===== config.mk =====
export PLATFORM = sky130hd
export DESIGN_NAME = regfile_wb_arbiter_flat
export DESIGN_NICKNAME = d
export VERILOG_FILES = /design/src/rtl/regfile_wb_arbiter_if.sv /design/src/rtl/regfile_wb_arbiter.sv /design/src/flat_wrapper.sv
export SDC_FILE = /design/constraint.sdc
export NUM_CORES = 1
export LEC_CHECK = 0
export CORE_MARGIN = 2
export CORE_UTILIZATION = 45
export DETAILED_ROUTE_END_ITERATION = 10
export GPL_TIMING_DRIVEN = 0
export PLACE_DENSITY = 0.77
export SLEW_MARGIN = 5
export SYNTH_ARGS = -nofsm -noshare
export SYNTH_HDL_FRONTEND = slang
export SYNTH_SLANG_ARGS = --single-unit

===== constraint.sdc =====
create_clock -name clk -period 4.35 [get_ports clk]
set_input_delay 1.0875 -clock clk [delete_from_list [all_inputs] [get_ports clk]]
set_output_delay 1.0875 -clock clk [all_outputs]
set_load 0.02 [all_outputs]

===== src/rtl/regfile_wb_arbiter_if.sv =====
// Writeback/scoreboard bus between the execute/memory stages, the issue stage
// and the register-file write port.
interface regfile_wb_arbiter_if #(
   parameter int DATA_W = 64
);
   logic              issue_valid;
   logic [4:0]        issue_rd;
   logic              issue_ready;
   logic [4:0]        rs1_sel;
   logic [4:0]        rs2_sel;
   logic              rs1_busy;
   logic              rs2_busy;
   logic              src0_valid;
   logic [4:0]        src0_rd;
   logic [DATA_W-1:0] src0_data;
   logic              src0_ready;
   logic              src1_valid;
   logic [4:0]        src1_rd;
   logic [DATA_W-1:0] src1_data;
   logic              src1_ready;
   logic              write_en;
   logic [4:0]        write_sel;
   logic [DATA_W-1:0] write_data;

   modport master (
      output issue_valid, issue_rd, rs1_sel, rs2_sel,
      output src0_valid, src0_rd, src0_data,
      output src1_valid, src1_rd, src1_data,
      input  issue_ready, rs1_busy, rs2_busy, src0_ready, src1_ready,
      input  write_en, write_sel, write_data
   );

   modport slave (
      input  issue_valid, issue_rd, rs1_sel, rs2_sel,
      input  src0_valid, src0_rd, src0_data,
      input  src1_valid, src1_rd, src1_data,
      output issue_ready, rs1_busy, rs2_busy, src0_ready, src1_ready,
      output write_en, write_sel, write_data
   );
endinterface


===== src/rtl/regfile_wb_arbiter.sv =====
// Round-robin arbiter sharing the register-file write port between the ALU and
// LSU, plus a per-register pending-write scoreboard for RAW hazard detection.
module regfile_wb_arbiter #(
   parameter int DATA_W = 64,
   parameter int CNT_W  = 2
) (
   input  logic                 clk,
   input  logic                 rst_n,
   regfile_wb_arbiter_if.slave  bus
);
   localparam logic [CNT_W-1:0] CNT_MAX = '1;
   localparam logic [CNT_W-1:0] CNT_ONE = CNT_W'(1);
   localparam logic             SRC0    = 1'b0;
   localparam logic             SRC1    = 1'b1;

   logic              r_last;
   logic [CNT_W-1:0]  r_cnt [32];
   logic              r_write_en;
   logic [4:0]        r_write_sel;
   logic [DATA_W-1:0] r_write_data;

   logic              w_gnt0;
   logic              w_gnt1;
   logic              w_gnt_any;
   logic [4:0]        w_gnt_rd;
   logic [DATA_W-1:0] w_gnt_data;
   logic [31:0]       w_inc;
   logic [31:0]       w_dec;
   logic              w_issue_ready;

   // On a tie the source that did not win last time gets the port.
   always_comb begin
      w_gnt0 = 1'b0;
      w_gnt1 = 1'b0;
      if (bus.src0_valid && bus.src1_valid) begin
         w_gnt0 = (r_last == SRC1);
         w_gnt1 = (r_last == SRC0);
      end else begin
         w_gnt0 = bus.src0_valid;
         w_gnt1 = bus.src1_valid;
      end
      w_gnt_any  = w_gnt0 | w_gnt1;
      w_gnt_rd   = w_gnt1 ? bus.src1_rd   : bus.src0_rd;
      w_gnt_data = w_gnt1 ? bus.src1_data : bus.src0_data;
   end

   // x0 never sets an inc/dec bit, so its counter stays at zero forever.
   always_comb begin
      w_inc = '0;
      w_dec = '0;
      if (w_gnt_any && (w_gnt_rd != 5'd0)) begin
         w_dec[w_gnt_rd] = 1'b1;
      end
      w_issue_ready = !((bus.issue_rd != 5'd0) &&
                        (r_cnt[bus.issue_rd] == CNT_MAX) &&
                        !w_dec[bus.issue_rd]);
      if (bus.issue_valid && w_issue_ready && (bus.issue_rd != 5'd0)) begin
         w_inc[bus.issue_rd] = 1'b1;
      end
   end

   always_ff @(posedge clk or negedge rst_n) begin
      if (!rst_n) begin
         for (int unsigned i = 0; i < 32; i++) begin
            r_cnt[i] <= '0;
         end
      end else begin
         for (int unsigned i = 0; i < 32; i++) begin
            if (w_inc[i] && !w_dec[i]) begin
               r_cnt[i] <= r_cnt[i] + CNT_ONE;
            end else if (w_dec[i] && !w_inc[i] && (r_cnt[i] != '0)) begin
               r_cnt[i] <= r_cnt[i] - CNT_ONE;
            end
         end
      end
   end

   always_ff @(posedge clk or negedge rst_n) begin
      if (!rst_n) begin
         r_last       <= SRC1;
         r_write_en   <= 1'b0;
         r_write_sel  <= '0;
         r_write_data <= '0;
      end else begin
         r_write_en <= w_gnt_any && (w_gnt_rd != 5'd0);
         if (w_gnt_any) begin
            r_last       <= w_gnt1 ? SRC1 : SRC0;
            r_write_sel  <= w_gnt_rd;
            r_write_data <= w_gnt_data;
         end
      end
   end

   assign bus.issue_ready = w_issue_ready;
   assign bus.rs1_busy    = (bus.rs1_sel != 5'd0) && (r_cnt[bus.rs1_sel] != '0);
   assign bus.rs2_busy    = (bus.rs2_sel != 5'd0) && (r_cnt[bus.rs2_sel] != '0);
   assign bus.src0_ready  = w_gnt0;
   assign bus.src1_ready  = w_gnt1;
   assign bus.write_en    = r_write_en;
   assign bus.write_sel   = r_write_sel;
   assign bus.write_data  = r_write_data;
endmodule


===== src/flat_wrapper.sv =====
// flat-port wrapper written by rule: the top's interface ports become plain ports
module regfile_wb_arbiter_flat 
#(
   parameter int DATA_W = 64,
   parameter int CNT_W  = 2
)
  (clk, rst_n, bus_issue_valid, bus_issue_rd, bus_rs1_sel, bus_rs2_sel, bus_src0_valid, bus_src0_rd, bus_src0_data, bus_src1_valid, bus_src1_rd, bus_src1_data, bus_issue_ready, bus_rs1_busy, bus_rs2_busy, bus_src0_ready, bus_src1_ready, bus_write_en, bus_write_sel, bus_write_data);
  regfile_wb_arbiter_if #(.DATA_W(DATA_W)) bus_i ();
  input  logic clk;
  input  logic rst_n;
  input wire logic [$bits(bus_i.issue_valid)-1:0] bus_issue_valid;
  input wire logic [$bits(bus_i.issue_rd)-1:0] bus_issue_rd;
  input wire logic [$bits(bus_i.rs1_sel)-1:0] bus_rs1_sel;
  input wire logic [$bits(bus_i.rs2_sel)-1:0] bus_rs2_sel;
  input wire logic [$bits(bus_i.src0_valid)-1:0] bus_src0_valid;
  input wire logic [$bits(bus_i.src0_rd)-1:0] bus_src0_rd;
  input wire logic [$bits(bus_i.src0_data)-1:0] bus_src0_data;
  input wire logic [$bits(bus_i.src1_valid)-1:0] bus_src1_valid;
  input wire logic [$bits(bus_i.src1_rd)-1:0] bus_src1_rd;
  input wire logic [$bits(bus_i.src1_data)-1:0] bus_src1_data;
  output wire logic [$bits(bus_i.issue_ready)-1:0] bus_issue_ready;
  output wire logic [$bits(bus_i.rs1_busy)-1:0] bus_rs1_busy;
  output wire logic [$bits(bus_i.rs2_busy)-1:0] bus_rs2_busy;
  output wire logic [$bits(bus_i.src0_ready)-1:0] bus_src0_ready;
  output wire logic [$bits(bus_i.src1_ready)-1:0] bus_src1_ready;
  output wire logic [$bits(bus_i.write_en)-1:0] bus_write_en;
  output wire logic [$bits(bus_i.write_sel)-1:0] bus_write_sel;
  output wire logic [$bits(bus_i.write_data)-1:0] bus_write_data;
  assign bus_i.issue_valid = bus_issue_valid;
  assign bus_i.issue_rd = bus_issue_rd;
  assign bus_i.rs1_sel = bus_rs1_sel;
  assign bus_i.rs2_sel = bus_rs2_sel;
  assign bus_i.src0_valid = bus_src0_valid;
  assign bus_i.src0_rd = bus_src0_rd;
  assign bus_i.src0_data = bus_src0_data;
  assign bus_i.src1_valid = bus_src1_valid;
  assign bus_i.src1_rd = bus_src1_rd;
  assign bus_i.src1_data = bus_src1_data;
  assign bus_issue_ready = bus_i.issue_ready;
  assign bus_rs1_busy = bus_i.rs1_busy;
  assign bus_rs2_busy = bus_i.rs2_busy;
  assign bus_src0_ready = bus_i.src0_ready;
  assign bus_src1_ready = bus_i.src1_ready;
  assign bus_write_en = bus_i.write_en;
  assign bus_write_sel = bus_i.write_sel;
  assign bus_write_data = bus_i.write_data;
  regfile_wb_arbiter #(.DATA_W(DATA_W), .CNT_W(CNT_W)) u_core (.clk(clk), .rst_n(rst_n), .bus(bus_i));
endmodule

==> run summary <==
==================================================================================
Worst Path Max Fanout ...............................................            3
Internal Power ......................................................   0.003049 W
Max stage delay on crit path ........................................      0.52 ns
Max-capacitance violation count .....................................            0
Layout-stage area growth over the synthesis result ..................       42.57%
Number of cells on the worst hold path ..............................            1
Area enclosed by the die boundary ...................................  0.02137 mm2
Clock buffer count from CTS .........................................           17
Core Area ...........................................................  0.02004 mm2
Maximum clock insertion buffer count ................................            2
Type of the worst setup path ........................................    in -> out
Count of standard-cell rows .........................................           52
Data arrival time of the worst path .................................      3.28 ns
Total chip power ....................................................   0.004721 W
Port Buffers ........................................................          222
Maximum level of the CTS H-tree .....................................            4
Clock tree root buffer cell ......................................... sky130_fd_sc_hd__clkbuf_16
Part of the Yosys area used for sequential elements .................       37.14%
Initial Utilization .................................................       45.40%
Main flop type after synthesis ...................................... sky130_fd_sc_hd__dfrtp_1
Standby leakage power ...............................................     5.401 nW
Pin count of the biggest net entering global routing ................           75
Combined area of all synthesized cells .............................. 0.009099 mm2
Worst clock skew ....................................................   0.02027 ns
Switching share of power ............................................       35.42%
First drt pass iteration count ......................................            5
First-pass GRT wire length ..........................................     52.32 mm
Number of hold buffers added after cts ..............................            0
Leftover overflow at the end of global routing ......................            0
TritonCTS clock tree ................................................         done
Time the final worst path needs with I/O delays and setup ...........     4.367 ns
Vias in the first global route ......................................         9558
Logic gate share of total power .....................................        32.9%
Maximum clock rate ..................................................   0.2290 GHz
Die span in y .......................................................     146.2 um
Final instance count without filler cells ...........................         1617
Number of inserted filler cells in the final layout .................         1703
Total stage count of the critical path ..............................           10
Number of cells traversed by the worst register-to-register path ....           14
Slowest stage cell, crit path ....................................... sky130_fd_sc_hd__mux4_2
Initial antenna violation count .....................................            5
Number of design rule violations left after detail routing ..........            0
Unique cell type count in the Yosys netlist .........................           68
Clock latency on the worst-skew pair ................................      0.44 ns
Synth Area per Inst .................................................    8.641 um2
Detailed Route Iter0 Violations .....................................          803
Family of cells with the greatest summed delay on the critical path . buffers and inverters
Worst Path Required .................................................      3.26 ns
Hold Vio Cnt, Final .................................................            0
Violations in the final reports ..................................... setup timing
Count of warnings emitted by yosys ..................................            0
Number of setup violations in the final report ......................            1
Total instance count after detailed placement .......................         1546
Final Cycle Share ...................................................       100.4%
Fraction of registers with async set or reset after synthesis .......       100.0%
Ports placed on the boundary ........................................          233
Post-route setup TNS ................................................  -0.01735 ns
Number of synthesized register bits .................................          135
Commonest cells in the synthesized netlist .......................... sky130_fd_sc_hd__nor2_1 (216), sky130_fd_sc_hd__dfrtp_1 (134), sky130_fd_sc_hd__o22ai_1 (72)
Portion of total power attributed to the clock network ..............        30.6%
Max-slew violation count ............................................            0
Bufs and invs on worst path .........................................            4
Count of flip-flops with a built-in enable after synthesis ..........            0
Worst vdd ir ........................................................    0.2224 mV
Number of instances in the synthesized netlist ......................         1053
Clk pin slew, worst setup/hold paths ................................      0.06 ns
Switching component of the power ....................................   0.001672 W
Synth area leaders .................................................. sky130_fd_sc_hd__dfrtp_1 (37%), sky130_fd_sc_hd__nor2_1 (8.9%), sky130_fd_sc_hd__mux2_2 (8.7%)
Gr usage total ......................................................       31.25%
Cell-by-cell trace of the critical path ............................. dlygate4sd2_1, clkbuf_8, nor2_1, mux4_2, nor4bb_1, a31o_1, a2111o_1, nor3_4, inv_4, buf_6
Placer Congestion ...................................................       0.9923
Final Net Count .....................................................         1489
Category of the worst setup path capture point ......................   output pin
Detailed-placement wirelength estimate ..............................     24.94 mm
Setup repair after global routing missed its margin .................          yes
Sink Count ..........................................................          135
Slew of the pin with the lowest slew margin .........................    0.7116 ns
Class of the tightest hold or removal check .........................   reg -> reg
Total wire length after detailed routing ............................     33.89 mm
Most frequent cell after synthesis .................................. sky130_fd_sc_hd__nor2_1
Total vias in the final route .......................................         9667
Worst-case headroom to the max-slew limit ...........................       52.56%
Nets in the synthesized netlist .....................................         1211
Crit path setup slack, layout .......................................  -0.01735 ns
Reg power frac ......................................................        36.5%
Outcome ............................................................. complete, but fails checks
Mean routed wirelength per cell .....................................     20.96 um
Die span in x .......................................................     146.2 um
Proportion of netlist area held by the largest area contributor .....       36.85%
Power density over cell area ........................................ 364.0 mW/mm2
Via-to-Cell Ratio ...................................................        5.978
Worst Setup Start Kind ..............................................   input port
Detail Route Antenna Nets ...........................................            0
Fraction of layout cells with a size suffix above 1 .................       17.63%
Synth area leader ................................................... sky130_fd_sc_hd__dfrtp_1
==================================================================================
-- worst register-to-register path: stages (launching register included) --
cell	delay, ns
sky130_fd_sc_hd__dfstp_2	0.55
sky130_fd_sc_hd__a21bo_1	0.12
sky130_fd_sc_hd__buf_6	0.13
sky130_fd_sc_hd__mux4_2	0.56
sky130_fd_sc_hd__nor4bb_1	0.15
sky130_fd_sc_hd__a31o_1	0.19
sky130_fd_sc_hd__a2111o_1	0.33
sky130_fd_sc_hd__nor3_4	0.31
sky130_fd_sc_hd__inv_4	0.08
sky130_fd_sc_hd__buf_4	0.20
sky130_fd_sc_hd__buf_4	0.20
sky130_fd_sc_hd__clkbuf_1	0.26
sky130_fd_sc_hd__and3_1	0.26
sky130_fd_sc_hd__a211oi_1	0.28
sky130_fd_sc_hd__nor2_1	0.08
-- what timing repair did --
item,in CTS,in global routing
buffers inserted,26,14
gates resized for setup,100,53
pin swaps,8,9
endpoints found under the setup margin,62,17
-- worst paths after layout --
| path | start | end | slack [ns] |
|---|---|---|---|
| max | bus_src0_rd[0] | bus_issue_ready | -0.02 |
| min | u_core.r_cnt[62]$_DFFE_PN0P_ | u_core.r_cnt[62]$_DFFE_PN0P_ | 0.45 |
| min reg2reg | u_core.r_cnt[62]$_DFFE_PN0P_ | u_core.r_cnt[62]$_DFFE_PN0P_ | 0.45 |
| max reg2reg | u_core.r_last$_DFFE_PN1P_ | u_core.r_cnt[44]$_DFFE_PN0P_ | 0.55 |
| min in group asynchronous | rst_n | u_core.bus.write_data[9]$_DFFE_PN0P_ | 0.63 |
| max in group asynchronous | rst_n | u_core.r_cnt[36]$_DFFE_PN0P_ | 2.91 |
-- kinds of logic (layout without fill, tap and decap cells) --
kind of cell	Yosys count	count (layout)	synth area share [%]
AND/OR/NAND/NOR	413	413	21.33
XOR/XNOR	12	12	1.155
other	0	3	0
multiplexers	114	114	15.29
flip-flops	135	135	37.14
buffers and inverters	93	384	4.112
AO/OA/AOI/OAI	286	286	20.97
-- power by group through the flow --
stage	clock, W	combinational [W]	sequential [W]
floorplan	0	0.000740	0.00178
global placement	0	0.00142	0.00172
detailed placement	0	0.00144	0.00173
CTS	0.00146	0.00151	0.00171
global route	0.00151	0.00167	0.00176
finish	0.00144	0.00156	0.00172
-- placed cells by master, fill, tap and decap left out, types with 6 or more instances in the layout --
| cell | count |
|---|---|
| sky130_fd_sc_hd__xnor2_1 | 11 |
| sky130_fd_sc_hd__o21ai_0 | 33 |
| sky130_fd_sc_hd__clkbuf_16 | 17 |
| sky130_fd_sc_hd__o22ai_1 | 67 |
| sky130_fd_sc_hd__nand2_1 | 42 |
| sky130_fd_sc_hd__and3_1 | 28 |
| sky130_fd_sc_hd__o21a_1 | 20 |
| sky130_fd_sc_hd__mux2_2 | 69 |
| sky130_fd_sc_hd__clkbuf_1 | 32 |
| sky130_fd_sc_hd__buf_4 | 38 |
| sky130_fd_sc_hd__dfrtp_1 | 134 |
| sky130_fd_sc_hd__mux2i_1 | 26 |
| sky130_fd_sc_hd__a22oi_1 | 9 |
| sky130_fd_sc_hd__o22a_1 | 18 |
| sky130_fd_sc_hd__buf_6 | 13 |
| sky130_fd_sc_hd__nor3_1 | 28 |
| sky130_fd_sc_hd__nand4_1 | 8 |
| sky130_fd_sc_hd__nand3_1 | 16 |
| sky130_fd_sc_hd__or3_1 | 7 |
| sky130_fd_sc_hd__nor2b_1 | 26 |
| sky130_fd_sc_hd__a21oi_1 | 46 |
| sky130_fd_sc_hd__inv_1 | 14 |
| sky130_fd_sc_hd__mux4_2 | 13 |
| sky130_fd_sc_hd__a211oi_1 | 38 |
| sky130_fd_sc_hd__nor4_1 | 6 |
| sky130_fd_sc_hd__clkdlybuf4s50_1 | 205 |
| sky130_fd_sc_hd__clkbuf_2 | 15 |
| sky130_fd_sc_hd__nor2_1 | 215 |
-- flip-flops by register name, summed over array words and instances, names as in the netlist --
name and flops:
u_core.bus.write_data 64, u_core.bus.write_en 1, u_core.bus.write_sel 5, u_core.r_cnt 64
u_core.r_last 1
-- layer usage --
metal	up-vias	track usage [%]	wire length (um)
met1	4617	38.26	13130
met3	102	10.19	3440
li1	4456	-	-
met4	4	12.57	1233
met2	488	51.20	16060
met5	-	0	27
-- stage by stage --
step	hold slack, ns	util (%)	setup slack (ns)	area, um2
floorplan	0.4246	-	-0.02740	9138
global placement	0.4397	58.37	-3.479	11700
detailed placement	0.4485	58.52	-1.624	11730
CTS	0.4616	63.62	-0.0002163	12750
global route	0.4803	64.72	-0.04125	12970
finish	0.4543	64.74	-0.01735	12970
-- cell type report --
cell class                      instances  area (um2)  share of cell area (%)
Timing Repair Buffer                  263        2564                   19.76
Tap cell                              270       337.8                   2.604
Antenna cell                            3       7.507                 0.05787
Clock inverter                         14       142.6                   1.100
Sequential cell                       135        3379                   26.05
Inverter                               17       70.07                  0.5401
Buffer                                 72       469.2                   3.617
Multi-Input combinational cell        825        5563                   42.88
Clock buffer                           18       439.2                   3.385
(Power assumes the default switching activity.)
==> edit 1: new RTL, config.mk and constraints unchanged <==
`DATA_W` is set to 64 in 3 places; all go to 96.
--- a/src/rtl/regfile_wb_arbiter_if.sv
+++ b/src/rtl/regfile_wb_arbiter_if.sv
@@ -1,7 +1,7 @@
 // Writeback/scoreboard bus between the execute/memory stages, the issue stage
 // and the register-file write port.
 interface regfile_wb_arbiter_if #(
-   parameter int DATA_W = 64
+   parameter int DATA_W = 96
 );
    logic              issue_valid;
    logic [4:0]        issue_rd;
--- a/src/rtl/regfile_wb_arbiter.sv
+++ b/src/rtl/regfile_wb_arbiter.sv
@@ -1,7 +1,7 @@
 // Round-robin arbiter sharing the register-file write port between the ALU and
 // LSU, plus a per-register pending-write scoreboard for RAW hazard detection.
 module regfile_wb_arbiter #(
-   parameter int DATA_W = 64,
+   parameter int DATA_W = 96,
    parameter int CNT_W  = 2
 ) (
    input  logic                 clk,
--- a/src/flat_wrapper.sv
+++ b/src/flat_wrapper.sv
@@ -1,7 +1,7 @@
 // flat-port wrapper written by rule: the top's interface ports become plain ports
 module regfile_wb_arbiter_flat 
 #(
-   parameter int DATA_W = 64,
+   parameter int DATA_W = 96,
    parameter int CNT_W  = 2
 )
   (clk, rst_n, bus_issue_valid, bus_issue_rd, bus_rs1_sel, bus_rs2_sel, bus_src0_valid, bus_src0_rd, bus_src0_data, bus_src1_valid, bus_src1_rd, bus_src1_data, bus_issue_ready, bus_rs1_busy, bus_rs2_busy, bus_src0_ready, bus_src1_ready, bus_write_en, bus_write_sel, bus_write_data);
Ports: changed (resized bus_src0_data, bus_src1_data and bus_write_data); port bits go from 233 to 329. The function was not compared with the original's and may differ.
==> edit 1 against the unedited design <==
- the run ends with max-capacitance violations left
- wire length increased by 33%
- total power increased by 30%
- synthesized area rose by 24%
- first-iteration DRC count is 50% higher
- critical endpoint is now bus_rs2_busy
- largest cell class unchanged
- largest power group unchanged
- design area up 22%
- critical path depth decreased by 4
- worst setup slack improved by 0.055 ns
- core utilization shrank 0.21 points
- sequential cell count grew 32
==> edit 1: results (changes against the unedited design) <==
status: "finished with violations"  # unchanged
violations: "max-capacitance violations"  # was negative setup slack
drv_cap: 1  # was 0
track_usage_pct: 34.0  # was 31.2%
rows: 57  # was 52
routedWlPerCell_um: 22.7  # was 21.0 um
final_nets: 1877  # was 1489
inverters: 26  # was 17
regArea_um2: 4180  # was 3380 um^2
antenna_found_initial: 6  # was 5
diodes: 2  # was 3
setup_slack_ns: 0.0374  # was -0.0173 ns
first_iter_violations: 1206  # was 803
tightestPinTransition_ns: 1.48  # was 0.712 ns
synth_compound_area_share_pct: 19.1  # was 21.0%
endpoint: "bus_rs2_busy"  # was bus_issue_ready
startpoint: "bus_rs2_sel[2]"  # was bus_src0_rd[0]
detailed_place.area_um2: 14900  # was 11700 um^2
postCtsSetupBuffers: 7  # was 26
viasPerCell: 6.09  # was 5.98
hold_start: "u_core.r_cnt[63]"  # was u_core.r_cnt[62]
place.gp.congestion: 0.987  # was 0.992
total_power_uw: 6130  # was 4720 uW
max-vdd-ir-drop_mv: 0.280  # was 0.222 mV
multi_input_area_share_pct: 42.6  # was 42.9%
synth_area_leaders: "dfrtp_1 (37%), mux2_2 (11%), nor2_1 (9.8%)"  # was dfrtp_1 (37%), nor2_1 (8.9%), mux2_2 (8.7%)
synth_fp_nets: 1530  # was 1211
min_to: "u_core.r_cnt[63]"  # was u_core.r_cnt[62]
io_buffers: 317  # was 222
synth_top_cells_by_count: "nor2_1 (294), dfrtp_1 (166), o22ai_1 (112)"  # was nor2_1 (216), dfrtp_1 (134), o22ai_1 (72)
cts_sinks: 167  # was 135
buffers: 419  # was 335
pwr-share-comb_pct: 36.9  # was 32.9%
## edit 1: cell count changes in the layout (fill, tap and decap cells not counted), sizes merged, moves of 18 or more
| cell | unedited run | this run |
|---|---|---|
| clkdlybuf4s50 | 205 | 303 |
| nor2 | 216 | 295 |
| nand2 | 42 | 85 |
| o211ai | 0 | 41 |
| o22ai | 72 | 113 |
| mux2 | 70 | 109 |
| dfrtp | 134 | 166 |
| a21oi | 48 | 19 |
| buf | 69 | 42 |
| a211oi | 38 | 12 |
| and3 | 28 | 4 |
| o22a | 18 | 0 |
## edit 1: metal layers
layer,share of wire [%],vias to the layer above,GRT usage (%)
met4,4.2,8,13.8
met3,8.6,128,9.27
met1,38,5869,40.6
met5,0.12,-,0
met2,49,642,58.0
li1,-,5489,-
## edit 1: logic make-up after synthesis
group,Yosys count
xor+xnor,2
flops,167
buf+inv,117
mux,146
simple gates,562
compound gates,314
==> edit 2: new RTL, config.mk and constraints unchanged <==
Made on the original files. Make the reset (`rst_n`) synchronous in 2 clocked blocks.
--- a/src/rtl/regfile_wb_arbiter.sv
+++ b/src/rtl/regfile_wb_arbiter.sv
@@ -59,7 +59,7 @@
       end
    end
 
-   always_ff @(posedge clk or negedge rst_n) begin
+   always_ff @(posedge clk) begin
       if (!rst_n) begin
          for (int unsigned i = 0; i < 32; i++) begin
             r_cnt[i] <= '0;
@@ -75,7 +75,7 @@
       end
    end
 
-   always_ff @(posedge clk or negedge rst_n) begin
+   always_ff @(posedge clk) begin
       if (!rst_n) begin
          r_last       <= SRC1;
          r_write_en   <= 1'b0;
Formal check against the unedited RTL: not equivalent (a bounded check fails within 4 cycles, from zero or initial values and one cycle with rst_n low; the reset may be asserted at any time).
==> edit 2 against the unedited design <==
- the run still ends with negative setup slack left
- synthesized area increased by 11%
- first-iteration DRC count increased by 58%
- non-clock buffer count increased by 25
- sequential power decreased by 12%
- cell count increased by 10%
- sequential cell count unchanged
- total power decreased by 12%
- synthesized cell count increased by 15%
- worst setup slack got worse by 0.19 ns
- wire length increased by 31%
- largest cell class unchanged
- combinational power decreased by 28%
- design area increased by 7.4%
==> edit 2: results (changes against the unedited design) <==
cts-root-buf: "clkbuf_16"  # unchanged
ys.flop_type: "dfxtp_1"  # was dfrtp_1
wl_met2_mm: 21.1  # was 16.1 mm
timing.rr.end: "u_core.r_cnt[8][1]"  # was u_core.r_cnt[44]
detailed_place.area_um2: 12700  # was 11700 um^2
hold_start: "u_core.bus.write_sel[2]"  # was u_core.r_cnt[62]
met1_length_mm: 15.9  # was 13.1 mm
violations: "negative setup slack"  # unchanged
slowest_delay_ns: 0.44  # was 0.52 ns
antenna_found_initial: 1  # was 5
routedWlPerCell_um: 24.9  # was 21.0 um
grt_max_degree: 18  # was 75
dr.pass1.iters: 6  # was 5
io_buffers: 224  # was 222
yosysTopAreaCell: "edfxtp_1"  # was dfrtp_1
status: "finished with violations"  # unchanged
synth_top_cells_by_count: "nand2_1 (189), nor2_1 (166), clkbuf_1 (73)"  # was nor2_1 (216), dfrtp_1 (134), o22ai_1 (72)
drive_above_1_share_pct: 14.4  # was 17.6%
synth_mux_area_share_pct: 10.7  # was 15.3%
synth_edf_count: 64  # was 0
wl_met3_mm: 4.41  # was 3.44 mm
setup_slack_ns: -0.204  # was -0.0173 ns
post-dp-hpwl_mm: 33.3  # was 24.9 mm
place.gp.congestion: 0.997  # was 0.992
max-vdd-ir-drop_mv: 0.220  # was 0.222 mV
viasPerCell: 6.49  # was 5.98
synth_area_leaders: "edfxtp_1 (19%), dfxtp_1 (14%), nand2_1 (7.1%)"  # was dfrtp_1 (37%), nor2_1 (8.9%), mux2_2 (8.7%)
reg2reg_depth: 11  # was 14
synth_cell_type_count: 83  # was 68
avgSynthCellArea_um2: 8.32  # was 8.64 um^2
clk_latency_ns: 0.46  # was 0.44 ns
setup_viol: 1  # unchanged
p_leak_uw: 0.00504  # was 0.00540 uW
worst_path_max_delay_cell: "nor4_4"  # was mux4_2
final_nets: 1644  # was 1489
max_slew_margin_pct: 34.8  # was 52.6%
reg2reg_from: "u_core.r_last"  # unchanged
async_reset_ff_share_pct: 0  # was 100%
min_to: "u_core.bus.write_sel[2]"  # was u_core.r_cnt[62]
ys_seq_area_share_pct: 33.2  # was 37.1%
finClkSkew_ns: 0.0207  # was 0.0203 ns
dpl.cell_count: 1715  # was 1546
first_iter_violations: 1265  # was 803
grt_pass1_wl_mm: 65.1  # was 52.3 mm
arrival_ns: 3.47  # was 3.28 ns
holdWs_ns: 0.469  # was 0.454 ns
diodes: 0  # was 3
synthXorXnorAreaFrac_pct: 0.435  # was 1.16%
-- edit 2: stage by stage --
step                setup WS, ns  util (%)  TNS, ns  power (uW)
global placement           -1.93      58.0  -123.36        2540
detailed placement         -1.94      58.0  -125.56        2560
global route              -0.216      63.6   -0.216        4270
finish                    -0.204      63.6   -0.204        4170
CTS                       -0.257      62.4   -0.257        4090
floorplan                -0.0775         -  -0.0775        2070
-- edit 2: final cells by class --
class	instances	area [um^2]	share of cell area, %
Clock inverter	15	176	1.27
Sequential cell	135	3340	24.0
Multi-Input combinational cell	949	6470	46.5
Buffer	102	574	4.12
Clock buffer	17	425	3.05
Timing Repair Buffer	258	2500	17.9
Inverter	22	90.1	0.647
Tap cell	280	350	2.52
-- edit 2: where the power goes --
group          switching, uW  internal, uW  leakage (uW)
logic                    626           495       0.00350
registers               86.3          1430       0.00125
clock network            751           781      0.000297
-- edit 2: critical path, delay by kind of cell --
kind / cells / cell delay [ns]
compound gates: 2 / 0.30
simple gates: 5 / 1.35
buf+inv: 5 / 0.72
-- edit 2: per-layer routing --
layer  vias to the layer above  track usage (%)
met5                         -                0
met4                         2             21.1
met3                       168             8.00
met1                      5467             42.5
met2                       769             60.9
li1                       5142                -
-- edit 2: worst max-delay path by stage --
stage | from | end | depth (start not counted)
after floorplan | bus_src0_valid | bus_issue_ready | 12
after global placement | bus_issue_rd[4] | bus_issue_ready | 12
after detailed placement | bus_issue_rd[4] | bus_issue_ready | 12
after CTS | bus_issue_rd[2] | bus_issue_ready | 12
after global routing | bus_issue_rd[2] | bus_issue_ready | 11
final | bus_issue_rd[4] | bus_issue_ready | 12
-- edit 2: what timing repair did --
| action | in CTS | in global routing |
|---|---|---|
| setup buffers | 14 | 20 |
| pin swaps | 17 | 11 |
| gates resized for setup | 84 | 65 |
| endpoints found under the setup margin | 114 | 71 |
